[src/rtl/ddr2_cmd_arbiter.sv]
`default_nettype none
// ============================================================================
// ddr2_cmd_arbiter - host/scrubber arbiter for one DDR2 controller port (rev 1.0)
// ============================================================================
module ddr2_cmd_arbiter #(
  parameter int ADDR_WIDTH   = 25,
  parameter int RD_TAGS      = 8,
  parameter int STARVE_LIMIT = 16
) (
  input  logic                  clk,
  input  logic                  reset,
  input  logic                  host_req,
  input  logic                  scrub_req,
  input  logic [2:0]            host_cmd,
  input  logic [2:0]            scrub_cmd,
  input  logic [1:0]            host_sz,
  input  logic [1:0]            scrub_sz,
  input  logic [ADDR_WIDTH-1:0] host_addr,
  input  logic [ADDR_WIDTH-1:0] scrub_addr,
  output logic                  host_gnt,
  output logic                  scrub_gnt,
  input  logic                  host_wvalid,
  input  logic                  scrub_wvalid,
  input  logic [63:0]           host_wdata,
  input  logic [63:0]           scrub_wdata,
  output logic                  host_wrdy,
  output logic                  scrub_wrdy,
  output logic                  host_validout,
  output logic                  scrub_validout,
  input  logic                  host_fetching,
  input  logic                  scrub_fetching,
  output logic [63:0]           rd_data,
  output logic [ADDR_WIDTH-1:0] rd_addr,
  input  logic                  ctrl_ready,
  input  logic                  ctrl_notfull,
  output logic                  ctrl_cmd_put,
  output logic [2:0]            ctrl_cmd,
  output logic [1:0]            ctrl_sz,
  output logic [ADDR_WIDTH-1:0] ctrl_addr,
  output logic                  ctrl_data_put,
  output logic [63:0]           ctrl_data_in,
  input  logic                  ctrl_validout,
  input  logic [63:0]           ctrl_data_out,
  input  logic [ADDR_WIDTH-1:0] ctrl_raddr,
  output logic                  ctrl_fetching,
  output logic                  tag_err
);

  localparam int PW = $clog2(RD_TAGS);
  localparam int SW = $clog2(STARVE_LIMIT + 1);
  localparam int CW = 6;
  localparam logic [2:0] CMD_SCR = 3'b001;
  localparam logic [2:0] CMD_SCW = 3'b010;
  localparam logic [2:0] CMD_BLW = 3'b100;

  typedef enum logic [1:0] {ARB = 2'd0, BUBBLE = 2'd1, WDATA = 2'd2} state_t;

  state_t          state;
  logic [SW-1:0]   starve_cnt;
  logic            wowner;
  logic [CW-1:0]   wcount;
  logic            tag_owner [RD_TAGS];
  logic [CW-1:0]   tag_cnt   [RD_TAGS];
  logic [PW-1:0]   rptr, wptr;
  logic [PW:0]     occ;

  logic                  pick_scrub, c_write, grant, push, pop, rd_accept;
  logic                  fifo_full, fifo_empty, head_owner, own_wvalid;
  logic [2:0]            c_cmd;
  logic [1:0]            c_sz;
  logic [ADDR_WIDTH-1:0] c_addr;
  logic [CW-1:0]         c_words, head_cnt;

  // Scrubber wins only when forced by starvation or when the host is idle.
  assign pick_scrub = scrub_req && ((starve_cnt == SW'(STARVE_LIMIT)) || !host_req);
  assign c_cmd      = pick_scrub ? scrub_cmd  : host_cmd;
  assign c_sz       = pick_scrub ? scrub_sz   : host_sz;
  assign c_addr     = pick_scrub ? scrub_addr : host_addr;
  assign c_write    = (c_cmd == CMD_SCW) || (c_cmd == CMD_BLW);
  assign c_words    = ((c_cmd == CMD_SCR) || (c_cmd == CMD_SCW)) ? CW'(1)
                                                                 : CW'({c_sz, 3'b000}) + CW'(8);
  assign fifo_full  = (occ == (PW+1)'(RD_TAGS));
  assign fifo_empty = (occ == '0);
  assign grant      = (state == ARB) && (host_req || scrub_req) && ctrl_ready &&
                      ctrl_notfull && (!fifo_full || c_write);
  assign push       = grant && !c_write;

  assign own_wvalid    = wowner ? scrub_wvalid : host_wvalid;
  assign ctrl_data_put = (state == WDATA) && own_wvalid && ctrl_notfull;
  assign ctrl_data_in  = wowner ? scrub_wdata : host_wdata;
  assign host_wrdy     = (state == WDATA) && !wowner && ctrl_notfull;
  assign scrub_wrdy    = (state == WDATA) &&  wowner && ctrl_notfull;

  assign head_owner     = tag_owner[rptr];
  assign head_cnt       = tag_cnt[rptr];
  assign host_validout  = ctrl_validout && !fifo_empty && !head_owner;
  assign scrub_validout = ctrl_validout && !fifo_empty &&  head_owner;
  // Untagged return data is drained so the controller never wedges.
  assign ctrl_fetching  = (host_fetching && host_validout) ||
                          (scrub_fetching && scrub_validout) ||
                          (ctrl_validout && fifo_empty);
  assign rd_accept      = ctrl_fetching && !fifo_empty;
  assign pop            = rd_accept && (head_cnt == CW'(1));
  assign rd_data        = ctrl_data_out;
  assign rd_addr        = ctrl_raddr;

  always_ff @(posedge clk) begin
    if (push) begin
      tag_owner[wptr] <= pick_scrub;
      tag_cnt[wptr]   <= c_words;
    end
    if (rd_accept && !pop) tag_cnt[rptr] <= head_cnt - CW'(1);
  end

  always_ff @(posedge clk) begin
    if (reset) begin
      state        <= ARB;
      host_gnt     <= 1'b0;
      scrub_gnt    <= 1'b0;
      ctrl_cmd_put <= 1'b0;
      ctrl_cmd     <= '0;
      ctrl_sz      <= '0;
      ctrl_addr    <= '0;
      tag_err      <= 1'b0;
      starve_cnt   <= '0;
      wowner       <= 1'b0;
      wcount       <= '0;
      rptr         <= '0;
      wptr         <= '0;
      occ          <= '0;
    end else begin
      host_gnt     <= 1'b0;
      scrub_gnt    <= 1'b0;
      ctrl_cmd_put <= 1'b0;
      if (ctrl_validout && fifo_empty) tag_err <= 1'b1;

      if (!scrub_req || (grant && pick_scrub))
        starve_cnt <= '0;
      else if (grant && starve_cnt != SW'(STARVE_LIMIT))
        starve_cnt <= starve_cnt + SW'(1);

      case (state)
        ARB: begin
          if (grant) begin
            ctrl_cmd_put <= 1'b1;
            host_gnt     <= !pick_scrub;
            scrub_gnt    <= pick_scrub;
            ctrl_cmd     <= c_cmd;
            ctrl_sz      <= c_sz;
            ctrl_addr    <= c_addr;
            if (c_write) begin
              wcount <= c_words;
              wowner <= pick_scrub;
              state  <= WDATA;
            end else begin
              state  <= BUBBLE;
            end
          end
        end
        BUBBLE: state <= ARB;
        WDATA: begin
          if (ctrl_data_put) begin
            wcount <= wcount - CW'(1);
            if (wcount == CW'(1)) state <= ARB;
          end
        end
        default: state <= ARB;
      endcase

      if (push) wptr <= wptr + PW'(1);
      if (pop)  rptr <= rptr + PW'(1);
      case ({push, pop})
        2'b10:   occ <= occ + (PW+1)'(1);
        2'b01:   occ <= occ - (PW+1)'(1);
        default: occ <= occ;
      endcase
    end
  end

endmodule
`default_nettype wire
[config.mk]
export PLATFORM = sky130hd
export DESIGN_NAME = ddr2_cmd_arbiter
export DESIGN_NICKNAME = d
export VERILOG_FILES = /design/src/rtl/ddr2_cmd_arbiter.sv
export SDC_FILE = /design/constraint.sdc
export NUM_CORES = 1
export LEC_CHECK = 0
export ABC_AREA = 1
export CORE_AREA = 2 2 186 188
export CTS_BUF_LIST = sky130_fd_sc_hd__clkbuf_16
export DETAILED_ROUTE_END_ITERATION = 8
export DIE_AREA = 0 0 188 190
export SLEW_MARGIN = 20
export SYNTH_ARGS = -nofsm -noshare
export SYNTH_HDL_FRONTEND = slang
export SYNTH_SLANG_ARGS = --single-unit
[constraint.sdc]
create_clock -name clk -period 2.7 [get_ports clk]
set_input_delay 0.54 -clock clk [delete_from_list [all_inputs] [get_ports clk]]
set_output_delay 0.54 -clock clk [all_outputs]
set_load 0.005 [all_outputs]
# Yosys cells after proc, flatten, opt, wreduce, memory -nomap -nowiden
# Memory sizes are Yosys's and may differ from the RTL's. A register that Yosys moved wholly into a read port is not among the register bits.
# Cells that the tools add are included.
# W data, S select, Z words.
# classes
addsub,8
eq_ne,15
muxes,25
bitwise,2
reduce_logical,51
# ops
cell,n
$mux W64,1
$mux W25,1
$mux W6,4
$logic_and A1 B1 Y1,23
$mux W3,5
$eq A6 B1 Y1 const B,2
$pmux W6 S2,1
$sub A6 B1 Y6 const B,2
$mux W2,5
$logic_not A1 Y1,9
$logic_or A1 B1 Y1,8
$pmux W4 S2,1
$add A3 B1 Y3 const B,2
$add A5 B4 Y6 const B,1
$mux W1,6
$ne A2 B2 Y1 const B,3
$reduce_and A3 Y1,2
$add A5 B1 Y5 const B,1
$eq A5 B5 Y1 const B,1
$ne A5 B5 Y1 const B,1
$add A4 B1 Y4 const B,1
$eq A2 B2 Y1 const B,2
$eq A4 B4 Y1 const B,1
$logic_not A4 Y1,1
14 further kinds,17
# word_totals
ff_bits,58
ramBits,56
in_bits,288
out_inout_bits,193
elab_cells,117
memories,2
# mem_list
memory,words,width,read_ports,rd_ports_with_merged_regs,wr,line,source
tag_cnt,8,6,1,1,2,63,logic [CW-1:0] tag_cnt [RD_TAGS];
tag_owner,8,1,1,1,1,62,logic tag_owner [RD_TAGS];

# Depth between registers and ports, before layout
# Gate-level depths: netlist of the first run.
# depth
depth_word,13
ltp_mapped,22
depth_no_buf,22

# Worst setup path before layout of the first run
# No wires, ideal clock.
# synth_timing
path_type,flip-flop to flip-flop
startpoint,reg (tool-made name)
endpoint,reg occ[2]
setup_time_ns,0.115
arrival_time_ns,2.633
path_slack_ns,-0.049
stages_incl_launch_ff,22
n_path_buf,3
period_less_slack_ns,2.749
path_cell_list,dfxtp_1 buf_4 buf_4 o21ai_1 o221ai_1 o21ai_1 buf_2 inv_1 ha_1 nand2_1 nor2_1 nand2_1 inv_1 ha_1 nand2_1 inv_1 nor2_1 ha_1 a21oi_1 xor2_1 o21ai_0 inv_1
# synth_lines
item,line,source
"end signal, assigned",173,2'b10: occ <= occ + (PW+1)'(1);
"end signal, assigned",174,2'b01: occ <= occ - (PW+1)'(1);
"end, declared",65,logic [PW:0] occ;

==> results of run 1 <==
layout make-up:
class / count / area (um^2)
antenna: 3 / 7.507
clock buffer: 17 / 425.4
clock inverter: 15 / 151.4
fill: 3535 / 22360
inverter: 72 / 270.3
multi-input combinational: 738 / 3573
sequential: 117 / 2910
tap: 455 / 569.3
timing repair buffer: 381 / 3680
kinds of logic after synthesis:
group                    share of synthesized area (%)
flip-flops                                       38.63
AND/OR/NAND/NOR                                  30.39
adder cells (fa/ha/maj)                          1.998
buffers and inverters                            15.13
AO/OA/AOI/OAI                                    12.59
XOR/XNOR                                         1.266
layout by cell type, fill, tap and decap left out, types with 4 or more instances in the layout:
cell type | netlist | routed
o21ai_2 | 5 | 6
a31oi_1 | 26 | 26
a21oi_1 | 14 | 13
o21ai_1 | 31 | 36
inv_2 | 9 | 11
nand2_1 | 375 | 370
o21ai_0 | 73 | 66
edfxtp_1 | 56 | 56
nand3_1 | 22 | 22
nand2_4 | 5 | 5
inv_6 | 0 | 6
o22ai_1 | 6 | 6
nor2_2 | 2 | 7
nand4_1 | 5 | 5
dfxtp_1 | 61 | 57
clkbuf_16 | 0 | 17
buf_12 | 0 | 5
nand2_2 | 5 | 10
a21oi_2 | 3 | 4
xor2_1 | 6 | 4
inv_1 | 63 | 62
o211ai_1 | 4 | 4
nor2_4 | 7 | 8
buf_4 | 92 | 73
nor3_1 | 6 | 4
clkdlybuf4s50_1 | 0 | 298
ha_1 | 12 | 9
nor2_1 | 108 | 102
routing by layer:
| metal | track usage (%) | share of wire (%) |
|---|---|---|
| met4 | 6.753 | 3.2 |
| met3 | 5.184 | 7.3 |
| met2 | 24.58 | 46 |
| met1 | 19.64 | 43 |
| met5 | 0 | 0 |
registers in the layout, summed over array words and instances (netlist names), named ones only:
signal	flops
tag_err	1
state	2
ctrl_cmd_put	1
tag_cnt	48
host_gnt	1
occ	4
rptr	3
wowner	1
wptr	3
ctrl_addr	25
tag_owner	8
wcount	6
ctrl_cmd	3
scrub_gnt	1
ctrl_sz	2
starve_cnt	5
what timing repair did:
item                       in CTS  in global routing
setup endpoints to repair      16                 84
buffers inserted                1                  1
pin swaps                       2                  2
gates resized for setup        10                 34
how the worst max path moves through the flow:
stage | to | slack [ns] | start | depth (start not counted)
4_1_cts | ctrl_fetching | -0.0006 | flop | 11
6_report | scrub_validout | 0.04 | flop | 10
3_5_place_dp | occ[3] | -0.29 | scrub_req | 16
2_1_floorplan | occ[2] | 0.01 | flop | 21
3_3_place_gp | occ[2] | -0.26 | scrub_req | 16
5_1_grt | occ[2] | -0.12 | flop | 20
worst max-delay path, stage by stage, from the launching register on:
cell	delay, ns
dfxtp_2	0.35
inv_2	0.05
buf_12	0.14
buf_4	0.14
o21ai_1	0.11
o22ai_1	0.09
o21ai_2	0.21
nor2_2	0.08
buf_4	0.14
buf_4	0.12
dlygate4sd2_1	0.26
where the power goes:
| part | switching [W] | internal (W) |
|---|---|---|
| Sequential | 0.0000530 | 0.00196 |
| Clock | 0.000852 | 0.00136 |
| Combinational | 0.000676 | 0.000770 |
stage by stage:
step | utilization (%) | worst slack (ns) | hold WS [ns] | instances | instance area [um^2]
floorplan | - | 0.01165 | 0.4466 | 1059 | 7523
global placement | 32.06 | -0.2613 | 0.4378 | 1761 | 10880
detailed placement | 32.06 | -0.2869 | 0.4444 | 1761 | 10880
CTS | 33.83 | -0.0006002 | 0.4533 | 1794 | 11480
global route | 34.13 | -0.1223 | 0.4781 | 1798 | 11590
finish | 34.13 | 0.04120 | 0.4489 | 1798 | 11590
==> impl_metrics.yaml, run 1 <==
run_status:
  outcome: "complete, no violations"
yosys:
  synth_seq_area_share_pct: 38.63
  synth_common_cells: "375 x nand2_1, 108 x nor2_1, 92 x buf_4"
  synth.distinct_cells: 42
  syn_area_per_cell_um2: 7.096
  synth_largest_area_cell: "edfxtp_1"
  syn-num-nets: 1359
  ys_warn_count: 0
  yosysMostFrequentCell: "nand2_1"
  async_reset_ff_share_pct: 0
  yosys_register_bits: 117
  synth_edf_count: 56
  synthFlopType: "dfxtp_1"
  synth_area_leaders: "edfxtp_1 22%, nand2_1 19%, dfxtp_1 16%"
  synthesis.area_um2: 7515
  syn_inst: 1059
  yosysTopAreaCellShare_pct: 22.38
sta:
  finalClockSkew_ns: 0.01088
  worstMarginPinSlew_ns: 0.6626
  slew_viol_final: 0
  finalCritPeriodShare_pct: 98.47
  min_period_ns: 2.659
  rsz0062_at_grt: "yes"
  hold_viol_final: 0
  setup_viol: 0
  maxSlewHeadroom_pct: 55.79
  setup_tns_ns: 0
  clock.fmax_mhz: 376.1
clock_network:
  tritoncts: "done"
  path_clk_slew_ns: 0.06
  clk-insertion-delay-late_ns: 0.42
  clock_path_buffers: 2
  cts_buffers: 17
  root_buffer: "clkbuf_16"
  postCtsHoldBufs: 0
  h-tree-depth: 4
  cts.sinks: 117
flow_run:
  cap_violations: 0
routing:
  ant_nets: 0
  routedWlPerCell_um: 16.02
  drc_errors: 0
  first_pass_iters: 7
  wl_um: 28810
  vias: 7760
  drtIter0Drc: 376
  vias_per_cell: 4.316
final_layout:
  drive_gt1_share_pct: 13.58
  area_delta_synth_final_pct: 54.20
  fin_nets: 1627
grt:
  antenna_found_initial: 3
  groute.usage.overall_pct: 15.67
  grt.overflow.total: 0
  grt_max_degree: 66
  grt_pass1_wl_um: 42900
  grt_pass1_vias: 7584
floorplanning:
  fp-row-count: 68
  die_x_um: 188
  fp.coreArea_um2: 33950
  die_y_um: 190
  ioPinCount: 481
  die_area_um2: 35720
  initial_utilization_pct: 22.14
min_path:
  min_path_type: "flop to flop"
  hold_end: "tag_err"
  hp-start: "tag_err"
  hold_path_depth: 2
pwr:
  fin_total_pwr_w: 0.005672
  p_per_area_nw_per_um2: 489.5
  irDropWorstVdd_v: 0.0004768
  leakage_nw: 4.810
critical_path:
  worstPathArrival_ns: 2.12
  worstReg2RegEnd: "occ[2]"
  startpoint_type: "flop"
  end_kind: "output port"
  critPathKind: "flop to output port"
  reg2reg_slack_ns: 0.07
  cp.required_ns: 2.16
  critPathMaxFanout: 21
  rr_worst_depth: 20
place:
  place_congestion: 0.9173
  port_buffers: 302
  post-dp-hpwl_um: 23020
Note: power is estimated with default switching activity, not from simulation.
==> run 2, diff against run 1 <==
PLACE_DENSITY_LB_ADDON = 0.15   (was unset)
==> impl_metrics.yaml, run 2 (same netlist as run 1, synthesis figures left out) <==
run_status:
  outcome: "complete, no violations"
sta:
  rsz0062_at_grt: "yes"
  clock.fmax_mhz: 375.6
  slew_viol_final: 0
  holdWs_ns: 0.4517
  setup_viol: 0
  worstMarginPinSlew_ns: 0.6991
  finalCritPeriodShare_pct: 98.62
  min_period_ns: 2.663
  maxSlewHeadroom_pct: 53.35
  finalClockSkew_ns: 0.009349
  hold_viol_final: 0
clock_network:
  clk-insertion-delay-late_ns: 0.43
  cts_buffers: 17
  path_clk_slew_ns: 0.06
  clock_path_buffers: 2
  root_buffer: "clkbuf_16"
  tritoncts: "done"
  cts.sinks: 117
  h-tree-depth: 4
final_layout:
  reg.largest.list: "tag_cnt: 48 flops, ctrl_addr: 25 flops, tag_owner: 8 flops"
  largest_register_ffs: 48
  drive_gt1_share_pct: 17.67
  final_core_util_pct: 35.74
  area_delta_synth_final_pct: 61.47
  finalInstanceArea_um2: 12130
  fin_nets: 1662
  final_cell_mix: "370 x nand2_1, 298 x clkdlybuf4s50_1, 99 x buf_4, 96 x nor2_1"
  largest-register: "tag_cnt"
  layout_commonest_cell: "nand2_1"
  stdcell_count: 1834
routing:
  vias_per_cell: 4.249
  ant_nets: 0
  vias: 7793
  drtIter0Drc: 354
  first_pass_iters: 5
  wl_um: 32380
  routedWlPerCell_um: 17.66
  drc_errors: 0
place:
  place_area_um2: 11080
  dpl.cell_count: 1782
  port_buffers: 302
  place_congestion: 0.8329
  post-dp-hpwl_um: 25200
min_path:
  min_path_type: "flop to flop"
pwr:
  p_per_area_nw_per_um2: 484.0
  irDropWorstVdd_v: 0.0004942
  leakage_nw: 5.038
floorplanning:
  fp.coreArea_um2: 33950
  die_x_um: 188
  ioPinCount: 481
  fp-row-count: 68
  initial_utilization_pct: 22.14
  die_y_um: 190
  die_area_um2: 35720
critical_path:
  critPathMaxFanout: 9
  worstPathArrival_ns: 2.97
  startpoint_type: "flop"
  critPathKind: "flop to flop"
  cp.required_ns: 3.01
  end_kind: "flop"
grt:
  grt.overflow.total: 0
  groute.usage.overall_pct: 17.83
  grt_pass1_vias: 7743
  grt_pass1_wl_um: 47470
  antenna_found_initial: 6
  grt_max_degree: 67
flow_run:
  cap_violations: 0
run 2: changes by cell type in the layout (fill, tap and decap cells not counted), moves of 4 or more:
cell     change
buf_4       +26
buf_6        +5
inv_1        -4
nor2_1       -6
o21ai_0      -8
o21ai_2      +6
o21ai_4      +4
run 2: where the power goes:
group	leakage (nW)	internal [W]	switching [W]
combinational	3.74	0.000836	0.000729
clock	0.281	0.00144	0.000856
sequential	1.02	0.00196	0.0000569
run 2: through the flow:
stage / worst slack (ns) / setup TNS [ns] / power, W
final: 0.03736 / 0 / 0.005873
after global routing: -0.1318 / -0.3609 / 0.006177
after CTS: 0.007202 / 0 / 0.005926
after detailed placement: -0.2826 / -16.22 / 0.003561
after global placement: -0.2469 / -12.69 / 0.003568
after floorplan: 0.01165 / 0 / 0.002716
run 2: what timing repair did:
| action | CTS | global route |
|---|---|---|
| pin swaps | 14 | 22 |
| setup buffers | 13 | 2 |
| gates cloned | 1 | 2 |
| endpoints found under the setup margin | 15 | 64 |
| hold buffers | 0 | 0 |
| endpoints found under the hold margin | 0 | 0 |
| gates resized for setup | 36 | 58 |
run 2: worst paths after layout:
check | start | slack (ns) | endpoint | cells after the start
setup / recovery | flop | 0.04 | occ[3] | 21
hold / removal | tag_err | 0.45 | tag_err | 2
setup reg to reg | flop | 0.04 | occ[3] | 21
hold reg to reg | tag_err | 0.45 | tag_err | 2
run 2: layout make-up:
class | count | area (um^2)
timing repair buffer | 416 | 4054
tap | 455 | 569.3
antenna | 4 | 10.01
clock buffer | 17 | 425.4
fill | 3537 | 21810
multi-input combinational | 738 | 3717
inverter | 72 | 282.8
clock inverter | 15 | 163.9
sequential | 117 | 2912
run 2: worst max-delay path: stages, from the launching register on:
cell and delay (ns):
dfxtp_4 0.40, inv_6 0.06, buf_12 0.14, buf_4 0.15, nor2_1 0.09, o21ai_1 0.09
nand2_1 0.09, o21ai_2 0.06, nor2_2 0.12, nand2_1 0.06, nor2_1 0.13, buf_4 0.15
nand2_4 0.06, inv_4 0.07, ha_4 0.15, nor2_2 0.05, nor2_4 0.15, nand3_2 0.11
o31ai_2 0.08, o211ai_1 0.15, o21ai_1 0.15, a21oi_1 0.05
run 2: routing by layer:
layer	track usage, %	vias to the layer above	wire, um
met5	0	-	35
met1	21.79	3531	13320
li1	-	3936	-
met3	7.729	43	3253
met4	4.058	6	511
met2	28.94	277	15260
